### config.mk
export PLATFORM = sky130hd
export DESIGN_NAME = fifo_stream_reader
export DESIGN_NICKNAME = d
export VERILOG_FILES = /design/src/rtl/fifo_rd_pkg.sv /design/src/rtl/fifo_stream_reader_buf2.sv /design/src/rtl/fifo_stream_reader.sv
export SDC_FILE = /design/constraint.sdc
export NUM_CORES = 1
export LEC_CHECK = 0
export ABC_AREA = 1
export BUFFER_PORTS_ARGS = -buffer_cell sky130_fd_sc_hd__buf_2
export CAP_MARGIN = 20
export CORE_ASPECT_RATIO = 1.5
export CORE_UTILIZATION = 55
export DETAILED_ROUTE_END_ITERATION = 16
export PLACE_DENSITY = 0.83
export RECOVER_POWER = 100
export SLEW_MARGIN = 10
export SYNTH_ARGS = -nofsm -noshare
export SYNTH_HDL_FRONTEND = slang
export SYNTH_HIERARCHICAL = 1
export SYNTH_SLANG_ARGS = --single-unit
### constraint.sdc
create_clock -name i_clk -period 3 [get_ports i_clk]
set_input_delay 0.6 -clock i_clk [delete_from_list [all_inputs] [get_ports i_clk]]
set_output_delay 0.6 -clock i_clk [all_outputs]
set_load 0.03 [all_outputs]
### src/rtl/fifo_rd_pkg.sv
// Shared types and constants for the fifo_sync read-side stream master.
// The credit helper decides whether one more FIFO read still fits in the output buffer.
package fifo_rd_pkg;

  localparam int BUF_DEPTH = 2;

  typedef logic [1:0] occ_t;

  typedef enum logic [1:0] {
    BUF_IDLE = 2'd0,
    BUF_POP  = 2'd1,
    BUF_PUSH = 2'd2,
    BUF_BOTH = 2'd3
  } buf_op_e;

  // The words still owed to the buffer (held plus in flight, minus the word leaving this cycle)
  // must stay below the buffer depth, so that a new read always has a slot when it lands.
  function automatic logic credit_ok(input occ_t occ, input logic inflight, input logic pop);
    logic [2:0] sum;
    sum = {1'b0, occ} + {2'b00, inflight} - {2'b00, pop};
    return sum < 3'(BUF_DEPTH);
  endfunction

endpackage

### src/rtl/fifo_stream_reader_buf2.sv
// Two-entry register FIFO used as the skid buffer between the FIFO read port and the stream.
// Entry 0 is always the head, so the stream data comes straight from a flop.
module stream_buf2
  import fifo_rd_pkg::*;
#(
  parameter int DATA_WIDTH = 32
) (
  input  logic                  i_clk,
  input  logic                  i_rst_n,
  input  logic                  i_push,
  input  logic [DATA_WIDTH-1:0] i_data,
  input  logic                  i_pop,
  output logic [1:0]            o_occ,
  output logic [DATA_WIDTH-1:0] o_head
);

  logic [DATA_WIDTH-1:0] r_entry0;
  logic [DATA_WIDTH-1:0] r_entry1;
  occ_t                  r_occ;
  buf_op_e               w_op;

  // A pop on an empty buffer is meaningless, so it is masked before decoding.
  always_comb begin
    w_op = BUF_IDLE;
    case ({i_push, i_pop && (r_occ != 2'd0)})
      2'b01:   w_op = BUF_POP;
      2'b10:   w_op = BUF_PUSH;
      2'b11:   w_op = BUF_BOTH;
      default: w_op = BUF_IDLE;
    endcase
  end

  always_ff @(posedge i_clk or negedge i_rst_n) begin
    if (!i_rst_n) begin
      r_entry0 <= '0;
      r_entry1 <= '0;
      r_occ    <= 2'd0;
    end else begin
      case (w_op)
        BUF_PUSH: begin
          if (r_occ == 2'd0) begin
            r_entry0 <= i_data;
          end else begin
            r_entry1 <= i_data;
          end
          r_occ <= r_occ + 2'd1;
        end
        BUF_POP: begin
          r_entry0 <= r_entry1;
          r_occ    <= r_occ - 2'd1;
        end
        BUF_BOTH: begin
          // With one entry the new word becomes the head; with two it queues behind the old tail.
          if (r_occ == 2'd1) begin
            r_entry0 <= i_data;
          end else begin
            r_entry0 <= r_entry1;
            r_entry1 <= i_data;
          end
        end
        default: begin
          r_occ <= r_occ;
        end
      endcase
    end
  end

  assign o_occ  = r_occ;
  assign o_head = r_entry0;

  a_no_overflow: assert property (@(posedge i_clk) disable iff (!i_rst_n)
    i_push |-> (r_occ != occ_t'(BUF_DEPTH)));

endmodule

### src/rtl/fifo_stream_reader.sv
// Read-side master for fifo_sync: pops words and presents them on a valid/ready stream at
// one word per clock, hiding the FIFO's one-cycle read latency behind a two-entry buffer.
module fifo_stream_reader
  import fifo_rd_pkg::*;
#(
  parameter int DATA_WIDTH = 32,
  parameter int CNT_WIDTH  = 16
) (
  input  logic                  i_clk,
  input  logic                  i_rst_n,
  input  logic                  i_enable,
  output logic                  o_fifo_cs,
  output logic                  o_fifo_rd_en,
  input  logic [DATA_WIDTH-1:0] i_fifo_data_out,
  input  logic                  i_fifo_empty,
  output logic                  o_m_valid,
  input  logic                  i_m_ready,
  output logic [DATA_WIDTH-1:0] o_m_data,
  output logic [CNT_WIDTH-1:0]  o_pop_count,
  output logic                  o_busy
);

  logic [1:0]           w_occ;
  logic                 w_pop;
  logic                 w_credit;
  logic                 r_inflight;
  logic [CNT_WIDTH-1:0] r_pop_count;

  assign w_pop    = o_m_valid & i_m_ready;
  assign w_credit = credit_ok(w_occ, r_inflight, w_pop);

  // The FIFO strobes are gated by reset so they drop the moment reset is asserted.
  assign o_fifo_rd_en = i_rst_n & i_enable & ~i_fifo_empty & w_credit;
  assign o_busy       = (w_occ != 2'd0) | r_inflight;
  assign o_fifo_cs    = i_rst_n & (i_enable | o_busy);
  assign o_m_valid    = (w_occ != 2'd0);
  assign o_pop_count  = r_pop_count;

  always_ff @(posedge i_clk or negedge i_rst_n) begin
    if (!i_rst_n) begin
      r_inflight <= 1'b0;
    end else begin
      r_inflight <= o_fifo_rd_en;
    end
  end

  always_ff @(posedge i_clk or negedge i_rst_n) begin
    if (!i_rst_n) begin
      r_pop_count <= '0;
    end else if (w_pop) begin
      r_pop_count <= r_pop_count + CNT_WIDTH'(1);
    end
  end

  stream_buf2 #(
    .DATA_WIDTH(DATA_WIDTH)
  ) u_buf (
    .i_clk  (i_clk),
    .i_rst_n(i_rst_n),
    .i_push (r_inflight),
    .i_data (i_fifo_data_out),
    .i_pop  (w_pop),
    .o_occ  (w_occ),
    .o_head (o_m_data)
  );

  a_no_underflow: assert property (@(posedge i_clk) disable iff (!i_rst_n)
    o_fifo_rd_en |-> !i_fifo_empty);

  a_hold_stable: assert property (@(posedge i_clk) disable iff (!i_rst_n)
    (o_m_valid && !i_m_ready) |=> (o_m_valid && $stable(o_m_data)));

endmodule

==> results.md <==
- # fillers: around 680
- Sw Ratio: 44.8%
- CTS tree: built
- Status: finished, violations left
- Violated checks: max-capacitance violations, max-slew violations
- CP max stage cell: fa_1
- First-pass GRT wire length: 16300 um
- N_diodes: 0
- Gr ovfl total: 0
- Comb pwr share: 45.6%
- Syn_area_per_cell: 8.03 um^2
- Clock share of power: 17.4%
- Die Y: 109 um
- Synth area leader: dfrtp_1
- Placed Area: 4650 um^2
- CTS clk-pin slew, worst paths: 70 ps
- Total number of vias: 3747
- Hold buffer count at cts: 0
- Crit-path leading delay family: adder cells
- Leak pwr: 2.85 nW
- Flop pwr share: 37.0%
- Final Wtd Congestion: 0.864
- Crit path buffers/inverters: 3
- Slew margin rel.: -0.594%
- Fmax: 335 MHz
- Max-capacitance violation count: 1
- CP required: approximately 2400 ps
- Minimum clock period: 2980 ps
- Top fanout value on the critical path: 2
- Pre-antenna DRT Iters: 5
- Flops & latches, synth: 83
- Top-count cell post-synth: nand2_1
- DRT iter0 DRCs: 325
- Worst setup EP type: output port
- # DRC: 0
- Skew final: 9.53 ps
- Hpwl dp: 6250 um
- Max Slew Vio Count: 69
- Synth top area cells: dfrtp_1 50%, nand2_1 23%, nand3_1 8.5%
- Site Rows: 38
- Total GRT Usage: a little over a quarter
- Kind of critical path: reg -> out
- Core area: 7320 um^2
- Most used cell along the critical path: inv_2
- Distinct cell type count after synthesis: 28
- Worst path cell trace: nor2_4 -> nor2_8 -> ha_4 -> inv_2 -> nand2_2 -> fa_1 -> inv_2 -> nor4_4 -> buf_4
- Routed WL: 9840 um
- Switching Power: 2.22 mW
- Net count of the mapped netlist: between 500 and 600
- Netlist Area Pre-Place: ~4200 um^2
- Layout area overhead: 17.9%
- Layout Utilization: a little under 70%
- EDFF count, synth: 0
- CTS HTree Levels: 3
- VDD IR max: 0.561 mV
- Fin Hold WS: 475 ps
- Register area share after synthesis: 49.5%
- Floorplan die area: between 7000 and 8000 um^2
- Fin nets: 661
- Ys async rst share: 100%
- Finish-stage setup viols: 0
- Synth Warn #: 6
- Slowest stage delay, CP: 530 ps
- Vias per inst: roughly 5.2
- Slew @ Worst Pin: 1510 ps
- Ys flop type: dfrtp_1
- Vias in the first global route: between 3k and 4k
- CTS sink count: 83
- TritonCTS Buffers: 9
- Max clock buf depth: 2
- Share of the synthesized area in the top cell type: roughly half
- CTS Root Cell: clkbuf_8
- WL/cell: around 14 um
- I/O Pins: 89
- Largest net degree at the start of global routing: 84
- Die W: 73.3 um
- Port Buffer Count: 88
- Gate Count Post-Synth: 522
- Starting Density: 57.3%
- Worst slack, placed: 56.0 ps
- RSZ-0062 raised after global routing: yes
- Initial antenna violation count: 0
- Post-route ant nets: 0
- Power Internal: 2.74 mW
- Fraction of layout cells with a size suffix above 1: between 20% and 30%
- Startpoint types: flip-flop
- Design area: between 4000 and 5000 um^2
- PD cells: about 1000 nW/um^2
- Final Cycle Share: between 90 and 100%
- Skew-Pair Late Insertion Delay: around 370 ps
- Commonest cells post-synth: 255 x nand2_1, 83 x dfrtp_1, 71 x nand3_1
- Final worst setup slack: 18.1 ps
- Hold Fails Final Rpt: 0
- Critical Path AT: about 2400 ps
- HP Class: reg -> reg
## placed cells by master, fill, tap and decap left out, types with 2 or more instances in the layout
| cell | Yosys | routed |
|---|---|---|
| buf_2 | 14 | 87 |
| buf_4 | 6 | 16 |
| bufinv_16 | 0 | 2 |
| clkbuf_1 | 1 | 4 |
| clkbuf_8 | 0 | 9 |
| clkinv_2 | 0 | 2 |
| dfrtp_1 | 83 | 81 |
| dfrtp_2 | 0 | 2 |
| ha_1 | 9 | 8 |
| inv_1 | 24 | 22 |
| inv_2 | 5 | 7 |
| nand2_1 | 255 | 255 |
| nand2_2 | 9 | 10 |
| nand3_1 | 71 | 72 |
| nand4_1 | 6 | 6 |
| nor2_1 | 7 | 8 |
| nor2_4 | 3 | 2 |
| nor2_8 | 2 | 2 |
| o21ai_0 | 2 | 2 |
| xnor2_1 | 5 | 5 |
| xnor2_2 | 2 | 2 |
| xor2_1 | 6 | 6 |
## logic make-up (layout without fill, tap and decap cells)
family / after synthesis / in the layout / share of synthesized area [%]
flops: 83 / 83 / 49.5
fa+ha+maj: 10 / 10 / 3.16
xor+xnor: 13 / 13 / 3.07
compound gates: 4 / 4 / 0.746
simple gates: 359 / 359 / 37.3
buf+inv: 53 / 150 / 6.24
## worst paths after layout
path / from / end / slack [ps] / depth (start not counted)
max in group asynchronous: i_rst_n / u_buf/o_occ[1]$_DFFE_PN0P_ / 450 / 3
setup / recovery: u_buf/o_occ[0]$_DFFE_PN0P_ / o_fifo_rd_en / 20 / 9
setup reg to reg: u_buf/o_occ[0]$_DFFE_PN0P_ / u_buf/o_head[20]$_DFFE_PN0P_ / 240 / 14
hold reg to reg: u_buf/o_head[30]$_DFFE_PN0P_ / u_buf/o_head[30]$_DFFE_PN0P_ / 470 / 2
hold / removal: u_buf/o_head[30]$_DFFE_PN0P_ / u_buf/o_head[30]$_DFFE_PN0P_ / 470 / 2
min in group asynchronous: i_rst_n / o_pop_count[2]$_DFFE_PN0P_ / 490 / 2
## metal layers
layer / vias up / GRT usage [%] / share of wire, %
li1: 1809 / - / -
met1: 1778 / 32.1 / 40
met2: 132 / 45.1 / 52
met3: 28 / 5.08 / 4.8
met4: 0 / 15.1 / 3.3
met5: - / 0 / 0
## state kept, by name, summed over array words and instances, names as in the netlist
name,flops
o_pop_count,16
r_inflight,1
u_buf/o_head,32
u_buf/o_occ,2
u_buf/r_entry1,32
## power groups by stage
stage | registers, mW | clock network [mW] | logic [mW]
after floorplan | 2.29 | 0 | 1.17
after global placement | 1.83 | 0 | 2.08
after detailed placement | 1.86 | 0 | 2.14
after CTS | 1.83 | 0.879 | 2.24
after global routing | 1.89 | 0.926 | 2.52
final | 1.84 | 0.864 | 2.26
## stage by stage
step,std cells,TNS [ps],total power [mW]
floorplan,522,0,3.46
global placement,691,0,3.91
detailed placement,691,0,4.00
CTS,717,0,4.96
global route,719,-88.1,5.34
finish,719,0,4.97
## what timing repair did
item / CTS / global route
cloned: 0 / 0
gates resized for setup: 6 / 2
pin swaps: 5 / 4
setup buffers: 10 / 1
setup endpoints to repair: 1 / 1
## worst min-delay path: stages, from the launching register on
cell	delay (ps)
dfrtp_1	340
nand2_1	50
nand2_1	50
## layout make-up
class / instances / area [um^2] / area share (%)
sequential: 83 / 2080 / 42.1
multi-input combinational: 386 / 1860 / 37.6
timing repair buffer: 105 / 563 / 11.4
clock buffer: 11 / 131 / 2.66
tap: 100 / 125 / 2.53
inverter: 29 / 109 / 2.20
clock inverter: 5 / 77.6 / 1.57
Power figures use the tool's default switching activity.
